==> config.mk <==
export PLATFORM = sky130hd
export DESIGN_NAME = date_stream_arbiter
export DESIGN_NICKNAME = d
export VERILOG_FILES = /design/src/rtl/date_stream_arbiter_pkg.sv /design/src/rtl/date_char_buf.sv /design/src/rtl/date_stream_arbiter.sv
export SDC_FILE = /design/constraint.sdc
export NUM_CORES = 1
export LEC_CHECK = 0
export CAP_MARGIN = 30
export CORE_MARGIN = 2
export CORE_UTILIZATION = 45
export DETAILED_ROUTE_END_ITERATION = 10
export GPL_TIMING_DRIVEN = 0
export PLACE_DENSITY_LB_ADDON = 0.08
export RECOVER_POWER = 25
export SLEW_MARGIN = 30
export SYNTH_ARGS = -nofsm -noshare
export SYNTH_HDL_FRONTEND = slang
export SYNTH_SLANG_ARGS = --single-unit
==> constraint.sdc <==
create_clock -name clk -period 4.7 [get_ports clk]
set_input_delay 0.47 -clock clk [delete_from_list [all_inputs] [get_ports clk]]
set_output_delay 0.47 -clock clk [all_outputs]
set_load 0.05 [all_outputs]
==> src/rtl/date_stream_arbiter_pkg.sv <==
// Shared definitions for the date-stream arbiter slice.
//   - FSM state encoding (IDLE/LOAD/FEED/SAMPLE/RESP)
//   - default string terminator and buffer depth
//   - ASCII constants used when reasoning about date strings
package date_stream_arbiter_pkg;

  typedef logic [7:0] char_t;

  localparam logic [2:0] ST_IDLE   = 3'd0;
  localparam logic [2:0] ST_LOAD   = 3'd1;
  localparam logic [2:0] ST_FEED   = 3'd2;
  localparam logic [2:0] ST_SAMPLE = 3'd3;
  localparam logic [2:0] ST_RESP   = 3'd4;

  localparam char_t TERM_DEFAULT   = 8'h0A;
  localparam int    MAXLEN_DEFAULT = 16;

  localparam char_t ASCII_0     = 8'h30;
  localparam char_t ASCII_9     = 8'h39;
  localparam char_t ASCII_SLASH = 8'h2F;

  function automatic logic is_digit(input char_t c);
    return (c >= ASCII_0) && (c <= ASCII_9);
  endfunction

endpackage

==> src/rtl/date_char_buf.sv <==
// String buffer: MAXLEN x 8 chars, filled in order through a write pointer
// (the char count) and replayed through a separate read pointer.
//   clk, reset : clock, synchronous active-high reset
//   clr        : drop the stored string (count and ovf to 0)
//   wr_en      : store wr_char at position count; past MAXLEN it is dropped
//                and ovf is raised instead
//   rd_rst     : rewind the read pointer to 0
//   rd_adv     : step the read pointer by one
//   rd_char    : char under the read pointer
//   rd_last    : read pointer is on the final stored char
//   empty      : no chars stored
//   ovf        : at least one char was dropped for lack of space
module date_char_buf
  import date_stream_arbiter_pkg::*;
#(
  parameter int MAXLEN = MAXLEN_DEFAULT
) (
  input  logic  clk,
  input  logic  reset,
  input  logic  clr,
  input  logic  wr_en,
  input  char_t wr_char,
  input  logic  rd_rst,
  input  logic  rd_adv,
  output char_t rd_char,
  output logic  rd_last,
  output logic  empty,
  output logic  ovf
);

  localparam int AW = (MAXLEN > 1) ? $clog2(MAXLEN) : 1;
  localparam int CW = $clog2(MAXLEN + 1);

  logic [CW-1:0] count;
  logic [CW-1:0] rd_ptr;
  logic          has_room;
  char_t         mem [MAXLEN];

  assign has_room = (count < CW'(MAXLEN));

  always_ff @(posedge clk) begin
    if (reset || clr) begin
      count <= '0;
      ovf   <= 1'b0;
    end else if (wr_en) begin
      if (has_room) count <= count + CW'(1);
      else          ovf   <= 1'b1;
    end
  end

  // Storage needs no reset: it is only read back below count.
  always_ff @(posedge clk) begin
    if (wr_en && has_room) mem[count[AW-1:0]] <= wr_char;
  end

  always_ff @(posedge clk) begin
    if (reset || rd_rst) rd_ptr <= '0;
    else if (rd_adv)     rd_ptr <= rd_ptr + CW'(1);
  end

  assign rd_char = mem[rd_ptr[AW-1:0]];
  assign rd_last = (rd_ptr == count - CW'(1));
  assign empty   = (count == '0);

endmodule

==> src/rtl/date_stream_arbiter.sv <==
// Shares a single ASCII date recogniser between two char-stream requesters.
// A granted requester's string is buffered up to its terminator, then
// replayed back-to-back into the recogniser (which is held in reset outside
// the replay), and the verdict is returned tagged with the requester id.
//   clk, reset            : clock, synchronous active-high reset
//   req0_valid/char/ready : requester 0 char stream (valid/ready handshake)
//   req1_valid/char/ready : requester 1 char stream
//   chk_rst, chk_char     : recogniser reset and char input
//   chk_out               : recogniser verdict (Moore)
//   res_valid             : one-cycle result strobe
//   res_id, res_ok        : owning requester and verdict, held until next result
module date_stream_arbiter
  import date_stream_arbiter_pkg::*;
#(
  parameter char_t TERM   = TERM_DEFAULT,
  parameter int    MAXLEN = MAXLEN_DEFAULT
) (
  input  logic       clk,
  input  logic       reset,
  input  logic       req0_valid,
  input  logic [7:0] req0_char,
  output logic       req0_ready,
  input  logic       req1_valid,
  input  logic [7:0] req1_char,
  output logic       req1_ready,
  output logic       chk_rst,
  output logic [7:0] chk_char,
  input  logic       chk_out,
  output logic       res_valid,
  output logic       res_id,
  output logic       res_ok
);

  logic [2:0]      state;
  logic            grant_id;
  logic            last_grant;
  logic            win;
  logic [1:0]      req_vld;
  logic [1:0][7:0] req_chr;
  logic            hs;
  logic            term_hs;
  logic            data_hs;
  char_t           hs_char;
  logic            buf_clr;
  logic            rd_adv;
  char_t           rd_char;
  logic            rd_last;
  logic            empty;
  logic            ovf;

  assign req_vld = {req1_valid, req0_valid};
  assign req_chr = {req1_char, req0_char};

  // Round robin: on a tie the requester that did not win last time goes;
  // otherwise whichever one is asking.
  assign win = (&req_vld) ? ~last_grant : req_vld[1];

  assign hs      = (state == ST_LOAD) && req_vld[grant_id];
  assign hs_char = req_chr[grant_id];
  assign term_hs = hs && (hs_char == TERM);
  assign data_hs = hs && (hs_char != TERM);
  assign buf_clr = (state == ST_RESP);
  assign rd_adv  = (state == ST_FEED);

  date_char_buf #(.MAXLEN(MAXLEN)) u_buf (
    .clk     (clk),
    .reset   (reset),
    .clr     (buf_clr),
    .wr_en   (data_hs),
    .wr_char (hs_char),
    .rd_rst  (term_hs),
    .rd_adv  (rd_adv),
    .rd_char (rd_char),
    .rd_last (rd_last),
    .empty   (empty),
    .ovf     (ovf)
  );

  always_ff @(posedge clk) begin
    if (reset) begin
      state      <= ST_IDLE;
      grant_id   <= 1'b0;
      last_grant <= 1'b1;
      res_id     <= 1'b0;
      res_ok     <= 1'b0;
    end else begin
      case (state)
        ST_IDLE: begin
          if (|req_vld) begin
            grant_id   <= win;
            last_grant <= win;
            state      <= ST_LOAD;
          end
        end
        ST_LOAD: begin
          if (term_hs) begin
            // Result fields only move on entry to RESP so they stay stable
            // between results.
            if (ovf || empty) begin
              res_id <= grant_id;
              res_ok <= 1'b0;
              state  <= ST_RESP;
            end else begin
              state  <= ST_FEED;
            end
          end
        end
        ST_FEED: begin
          if (rd_last) state <= ST_SAMPLE;
        end
        ST_SAMPLE: begin
          res_id <= grant_id;
          res_ok <= chk_out;
          state  <= ST_RESP;
        end
        ST_RESP: state <= ST_IDLE;
        default: state <= ST_IDLE;
      endcase
    end
  end

  assign req0_ready = (state == ST_LOAD) && !grant_id;
  assign req1_ready = (state == ST_LOAD) &&  grant_id;
  // Recogniser runs only during replay and the sample cycle, so every replay
  // starts from its initial state.
  assign chk_rst    = !((state == ST_FEED) || (state == ST_SAMPLE));
  assign chk_char   = (state == ST_FEED) ? rd_char : 8'h00;
  assign res_valid  = (state == ST_RESP);

endmodule

* Word-level counts from Yosys, hierarchy flattened
Memories as Yosys holds them, arrays and structs flattened. A register that Yosys moved wholly into a read port is not among the register bits. Cells that the tools add are included.
Cells by class: $add $sub $neg 3, $mul 0, div/mod/pow operators 0, magnitude comparators 2, equality and inequality tests 11, shift operators 0, multiplexer cells 21, bitwise logic cells 2, reduce and logical (&&, ||, !) cells 22
Operator list (count):
- $mux 8 | 3
- $mux 3 | 4
- $pmux 3 s4 | 1
- $add 5x1->5 const B | 2
- $mux 1 | 9
- $eq 8x4->1 const B | 1
- $mux 4 | 2
- $ne 8x4->1 const B | 1
- $reduce_and 2->1 | 4
- $eq 3x2->1 const B | 2
- $logic_and 1x1->1 | 6
- $ne 2x1->1 const B | 3
- $reduce_and 3->1 | 2
- $eq 5x5->1 | 1
- $logic_not 5->1 | 1
- $lt 5x5->1 const B | 1
- $sub 5x1->5 const B | 1
- $logic_or 1x1->1 | 4
- $pmux 1 s2 | 2
- $eq 3x1->1 const B | 1
- $eq 3x3->1 const B | 1
- $logic_not 3->1 | 1
- $logic_not 1->1 | 2
- $lt 1x2->1 const B | 1
- 4 further kinds | 5
Word-level totals: register bits after elaboration 18, bits in latches 0, memory bits (writable) 128, memory bits (read-only) 0, bits of input ports 21, output and inout port bits 14, logic and storage cells 70, memories kept 1
Memories:
- u_buf.mem | depth 16, width 8, read ports 1, clocked after Yosys merged registers in 1, wr ports 1, RTL line date_char_buf.sv:37 | char_t mem [MAXLEN];

* Logic depth before layout (Yosys ltp)
Gate-level depths: netlist (run 1).
depth after elaboration 7, mapped depth 7, mapped depth without buffers 6

* By module
A second synthesis (run 1) with hierarchy kept.
Second synthesis, totals: cell total of the unflattened synthesis 374, area total of the unflattened synthesis 6327.3 um^2
By module, submodules not included:
- date_char_buf | instances 1, cells an instance 294, area an instance 5685.5 um^2, seq. area each 4144.0 um^2
- date_stream_arbiter | instances 1, cells an instance 80, area an instance 641.9 um^2, seq. area each 140.1 um^2

* Worst setup path after synthesis (run 1)
OpenSTA, ideal clock, no wires.
kind reg-to-reg, from register state[2], to memory u_buf.mem[10][0] (netlist bit) (enable), setup time 0.398 ns, data arrival time 2.445 ns, data required time 4.302 ns, slack 1.857 ns, cell stages (with the launch flop) 7, buffers on the path 2, clock period less this slack 2.843 ns, cell sequence dfxtp_1 > buf_6 > or3b_4 > a211o_2 > and2_4 > buf_6 > nor4b_1
On the way: longest elaborated chain between the ends 6
RTL lines:
- from (decl) | RTL line date_stream_arbiter.sv:34 | logic [2:0] state;
- from (signal assigned) | RTL line date_stream_arbiter.sv:81 | state <= ST_IDLE;
- from (signal assigned) | RTL line date_stream_arbiter.sv:92 | state <= ST_LOAD;
- from (signal assigned) | RTL line date_stream_arbiter.sv:102 | state <= ST_RESP;
- $eq 3x1->1 | RTL line date_stream_arbiter.sv:58 | assign hs = (state == ST_LOAD) && req_vld[grant_id];
- $logic_and 1x1->1 | RTL line date_stream_arbiter.sv:58
- $logic_and 1x1->1 | RTL line date_stream_arbiter.sv:61 | assign data_hs = hs && (hs_char != TERM);
- $logic_and 1x1->1 | RTL line date_char_buf.sv:53 | if (wr_en && has_room) mem[count[AW-1:0]] <= wr_char;
- $mux 1 | RTL line date_char_buf.sv:53
- $mux 1 (not written as such) | RTL line date_char_buf.sv:53
- to (decl) | RTL line date_char_buf.sv:37
No other way between the ends.

==> results of run 1 <==
[sequential cells by signal, indices dropped and copies added, names as in the netlist, named ones only]
name	flops
last_grant	1
state	3
u_buf.count	5
u_buf.ovf	1
u_buf.mem	128
grant_id	1
res_id	1
res_ok	1
u_buf.rd_ptr	5
[power groups by stage]
stage	sequential (W)	clock (W)	combinational, W
6_report	0.00149	0.00139	0.000229
5_1_grt	0.00149	0.00148	0.000248
4_1_cts	0.00149	0.00142	0.000237
3_5_place_dp	0.00152	0	0.000236
3_3_place_gp	0.00151	0	0.000224
2_1_floorplan	0.00151	0	0.000154
[critical path: stages (launching register included)]
cell	delay [ns]
dfxtp_1	0.31
clkbuf_1	0.48
buf_1	0.68
mux2i_1	0.25
o22ai_1	0.24
clkdlybuf4s50_1	0.85
[Yosys cell counts, types with 2 or more instances]
library cell    n  share of area (%)
nor4b_4         2               0.74
buf_1           3               0.18
a211oi_1        3               0.35
buf_6           3               0.53
nand4bb_1       2               0.35
nand3_1         4               0.31
nor4b_1         8                1.1
and4bb_2        2               0.39
a21oi_1         2               0.16
nand3b_1        2               0.23
a211o_2         2               0.31
nor3b_1         2               0.23
xor2_1          5               0.68
mux2i_1        21                3.3
nor4_1          3               0.29
dfxtp_1        22                6.9
nand2_1        17                1.0
a211o_1         2               0.27
xnor2_1         5               0.68
o21ai_0         2               0.16
mux2_2          8                1.4
nand2b_1        7               0.68
ha_1            6                1.2
nor2_1         15               0.88
buf_2           3               0.23
nor3_1          9               0.70
clkbuf_1       12               0.70
edfxtp_1      128                 60
or3_1           3               0.29
o22ai_1         8               0.78
inv_1           4               0.23
o21a_1          2               0.23
nor4_2          2               0.39
nand4_1         4               0.39
mux4_2         32                 11
[routing by layer]
layer	wire, um	GRT usage (%)	vias to the layer above
met5	0	0	-
met4	140	6.89	0
met3	416	4.52	13
met2	6460	30.0	46
met1	5690	24.2	1770
li1	-	-	1621
[final cells by class]
class	count	share of cell area, %
tap	180	2.93
clock buffer	18	5.58
timing repair buffer	42	5.01
buffer	22	1.53
sequential	150	55.7
clock inverter	14	2.37
multi-input combinational	194	26.7
inverter	4	0.195
[worst min path at each step]
stage	from	slack, ns	cells after the start	end
after floorplan	last_grant$_SDFFE_PP1P_	0.46	1	last_grant$_SDFFE_PP1P_
after global placement	last_grant$_SDFFE_PP1P_	0.48	1	last_grant$_SDFFE_PP1P_
after detailed placement	u_buf.ovf$_SDFFE_PP0P_	0.48	1	u_buf.ovf$_SDFFE_PP0P_
after CTS	u_buf.ovf$_SDFFE_PP0P_	0.50	1	u_buf.ovf$_SDFFE_PP0P_
after global routing	res_ok$_SDFFE_PP0P_	0.54	2	res_ok$_SDFFE_PP0P_
final	u_buf.ovf$_SDFFE_PP0P_	0.50	1	u_buf.ovf$_SDFFE_PP0P_
[cell families (layout without fill, tap and decap cells)]
kind of cell / count (synthesis) / after routing / synth area share (%)
xor+xnor: 10 / 10 / 1.37
flops: 150 / 150 / 67.0
buf+inv: 26 / 100 / 2.19
mux: 61 / 61 / 16.0
fa+ha+maj: 6 / 6 / 1.17
compound gates: 28 / 28 / 3.19
simple gates: 89 / 89 / 9.17
[through the flow]
stage               power, W  setup slack [ns]  util [%]  cell area (sq um)  hold WS, ns
floorplan            0.00167              1.86         -               6400        0.459
global placement     0.00174             0.446      50.2               6960        0.480
detailed placement   0.00175              1.41      51.1               7090        0.481
CTS                  0.00314             0.932      55.5               7700        0.503
global route         0.00321             0.855      55.4               7690        0.542
finish               0.00311             0.995      55.4               7690        0.503
[cells in the final DEF (no fill, tap or decap), types with 4 or more instances in the layout]
cell	Yosys	routed
edfxtp_1	128	128
clkdlybuf4s50_1	0	34
mux4_2	32	32
dfxtp_1	22	22
mux2i_1	21	21
nand2_1	17	17
clkbuf_16	0	17
nor2_1	15	15
clkbuf_1	12	14
buf_2	3	9
o22ai_1	8	8
nand2b_1	7	7
mux2_1	0	6
nor4b_2	0	6
ha_1	6	6
xor2_1	5	5
xnor2_1	5	5
nor3_1	9	5
inv_1	4	4
nor3_2	0	4
nand3_1	4	4
nand4_1	4	4
bufinv_16	0	4
==> impl_metrics.toml, run 1 <==
[final_layout]
stdcell_count = 624
n_fill_cell = 1125
fin_nets = 458
antenna-diode-count = 0
syn_to_final_growth_pct = 20.2
multiInputGateArea_sq_mm = 0.00205
drive_gt1_share_pct = 22.5
area.sequential_sq_mm = 0.00428

[cts]
numClockSinks = 150
cts.reportedPaths.clkPinSlew_ns = 0.06
h-tree-depth = 4
clockBufferDepth = 2
cts_tree = "yes"
clock_latency_ns = 0.42
cts_root_buf = "clkbuf_16"
postCtsSetupBuffers = 0
ctsHoldBuffers = 0
cts_inserted_buffers = 17
cts_resized = 0

[placement]
dp_cells = 592
io_buffers = 34
hpwlAfterDp_um = 8820
place.gp.congestion = 0.807

[routing]
ant_nets = 0
drc_errors = 0
post_drt_wl_per_cell_um = 20.4
dr.pass1.iters = 4
wl_um = 12700
drt_iter0_markers = 235
vias = 3450
vias_per_cell = 5.53

[die]
initial_core_util_pct = 46.1
io_pins = 35
die_area_sq_mm = 0.0152
core_sq_mm = 0.0139
die_w_um = 123
die_y_um = 123
num_rows = 43

[synthesis]
ys_async_sr_fraction_pct = 0
synth_edf_count = 128
syn_nets = 397
synth_area_per_cell_sq_um = 17.3
ys_seq_elements = 150
synthCells = 370
yosysWarnings = 0
syn-cell-area_sq_mm = 0.00640
yosysSeqAreaShare_pct = 67.0
synth_flop_cell = "edfxtp_1"
synth_cell_types = 50

[timing]
worst_slew_pin_slew_ns = 0.825
finalClockSkew_ns = 0.00818
finalCritPeriodShare_pct = 78.8
hold_viol_final = 0
rsz0062_at_grt = "false"
setup_viol = 0
fin_setup_tns_ns = 0
relSlewSlack_pct = 45.0
fmax_ghz = 0.270
layout_min_cycle_time_ns = 3.71
final_max_slew_viol_count = 0

[power]
internal_power_w = 0.00245
p_switching_w = 0.000658
p_clk_share_pct = 44.8
p_seq_share_pct = 47.9
p_comb_share_pct = 7.4
leakagePower_nw = 2.35
power_density_mw_per_mm2 = 404
ir_drop_mv = 0.267
netSwitchingFraction_pct = 21.2

[global_routing]
overflow = 0
grt_pass1_vias = 3585
grt_pass1_wl_um = 19900
antenna_found_initial = 0
track_usage_pct = 18.5
grt_max_degree = 17

[worst_setup_path]
cp-end-kind = "primary output"
worst_r2r_path_depth = 7
worstReg2RegEnd = "u_buf.mem[5][4]$_DFFE_PP_"
cp_max_fo = 10
worstPathArrival_ns = 3.24
rr_startpoint = "state[2]$_SDFFE_PP0P_"
endpoint = "chk_char[7]"
r2r_slack_ns = 1.83
required_ns = 4.23
path_class = "flop to primary output"
start_kind = "flop"

[hold_path]
hold_path.class = "flop to flop"

[outcome]
status = "finished, final reports clean"

[job]
cap_violations = 0
Power figures use the tool's default switching activity.
==> inputs of run 2 (changes only) <==
==> constraint.sdc (replaced) <==
create_clock -name clk -period 3.65 [get_ports clk]
set_input_delay 0.365 -clock clk [delete_from_list [all_inputs] [get_ports clk]]
set_output_delay 0.365 -clock clk [all_outputs]
set_load 0.05 [all_outputs]
==> run 2 against run 1 <==
- count of clock-buffer cells in the layout unchanged
- critical path depth increased by 1
- cell area about the same
- core utilization is essentially flat
- worst hold slack is the same
- setup slack worse by 0.77 ns
- critical path type unchanged
==> impl_metrics.toml, run 2 (same netlist as run 1, synthesis figures left out) <==
[outcome]
status = "finished, final reports clean"

[hold_path]
hold_path.class = "flop to flop"
hold_depth = 1

[timing]
finalCritPeriodShare_pct = 94.0
final_max_slew_viol_count = 0
fin_setup_tns_ns = 0
fmax_ghz = 0.292
layout_min_cycle_time_ns = 3.43
worst_slew_pin_slew_ns = 0.825
rsz0062_at_grt = "false"
relSlewSlack_pct = 45.0
hold_viol_final = 0
hold_ws_ns = 0.503
setup_viol = 0
finalClockSkew_ns = 0.00818

[die]
die_y_um = 123
die_area_sq_mm = 0.0152
num_rows = 43
die_w_um = 123
core_sq_mm = 0.0139
initial_core_util_pct = 46.1
io_pins = 35

[cts]
numClockSinks = 150
h-tree-depth = 4
clock_latency_ns = 0.42
cts_inserted_buffers = 17
cts.reportedPaths.clkPinSlew_ns = 0.06
cts_root_buf = "clkbuf_16"
cts_tree = "yes"
clockBufferDepth = 2
ctsHoldBuffers = 0

[final_layout]
largest_reg_flops = 128
antenna-diode-count = 0
final_common_cell = "edfxtp_1"
drive_gt1_share_pct = 22.7
stdcell_count = 624
layout_common_cells = "edfxtp_1, clkdlybuf4s50_1, mux4_2"
syn_to_final_growth_pct = 20.2
n_fill_cell = 1125
fin_nets = 458

[worst_setup_path]
cp-end-kind = "primary output"
path_cells = "clkbuf_1, buf_2, mux4_2, mux2i_1, o22ai_1, clkdlybuf4s50_1"
cpPeakStageDelay_ns = 0.73
cp_max_fo = 10
worstPathArrival_ns = 3.06
required_ns = 3.28
crit_slowest_cell = "clkdlybuf4s50_1"
start_kind = "flop"
crit_family = "buffers and inverters"
path_class = "flop to primary output"
crit_cells = 6
path_buf_inv = 3
worst_r2r_path_depth = 7

[power]
leakagePower_nw = 2.35
ir_drop_mv = 0.343
power_density_mw_per_mm2 = 520

[routing]
wl_um = 12700
post_drt_wl_per_cell_um = 20.4
vias = 3450
drt_iter0_markers = 235
drc_errors = 0
vias_per_cell = 5.53
dr.pass1.iters = 4
ant_nets = 0

[job]
cap_violations = 0

[placement]
place.gp.congestion = 0.807
hpwlAfterDp_um = 8820
io_buffers = 34
dp_cells = 592

[global_routing]
antenna_found_initial = 0
overflow = 0
grt_max_degree = 17
grt_pass1_vias = 3585
track_usage_pct = 18.5
grt_pass1_wl_um = 19900
==> run 2: changes by cell type in the layout (fill, tap and decap cells not counted) <==
cell | previous run | this run
buf_1 | 3 | 2
buf_2 | 9 | 10
==> run 2: final cells by class <==
type                       instances  area, sq um  share of cell area [%]
clock inverter                    14          183                    2.37
inverter                           4         15.0                   0.195
tap                              180          225                    2.93
sequential                       150         4280                    55.7
multi-input combinational        194         2050                    26.7
clock buffer                      18          429                    5.58
timing repair buffer              42          385                    5.01
buffer                            22          119                    1.54
==> run 2: routing by layer <==
metal,global-route usage [%],wire length (um)
met3,4.52,416
met1,24.2,5690
met2,30.0,6460
met4,6.89,140
met5,0,0
==> run 2: where the power goes <==
part	switching, W	total, W	internal, W
Combinational	0.000180	0.000295	0.000116
Sequential	0.0000122	0.00192	0.00190
Clock	0.000655	0.00179	0.00114
==> run 2: path summary, 6_finish.rpt <==
kind | start | end | slack [ns]
hold / removal | u_buf.ovf$_SDFFE_PP0P_ | u_buf.ovf$_SDFFE_PP0P_ | 0.50
setup reg to reg | state[2]$_SDFFE_PP0P_ | u_buf.mem[5][4]$_DFFE_PP_ | 0.78
hold reg to reg | u_buf.ovf$_SDFFE_PP0P_ | u_buf.ovf$_SDFFE_PP0P_ | 0.50
setup / recovery | flop | chk_char[7] | 0.22
==> run 2: through the flow <==
stage / setup slack, ns / total power [W] / utilization, % / instance area [sq um]
after floorplan: 0.807 / 0.00215 / - / 6400
after global placement: -0.499 / 0.00224 / 50.2 / 6960
after detailed placement: 0.464 / 0.00225 / 51.1 / 7090
after CTS: 0.118 / 0.00404 / 55.5 / 7700
after global routing: 0.0182 / 0.00414 / 55.4 / 7690
final: 0.221 / 0.00400 / 55.4 / 7690
==> run 2: worst register-to-register path, stage by stage, from the launching register on <==
cell      delay, ns
dfxtp_1        0.30
clkbuf_1       0.18
or3b_1         0.50
a211o_2        0.39
and2_4         0.17
buf_6          0.13
nor4b_2        0.56
buf_2          0.32
==> run 2: repair_timing <==
action,4_1_cts,5_1_grt
endpoints found under the setup margin,2,0
buffers inserted,0,0
hold endpoints to repair,0,0
gates resized for setup,1,0
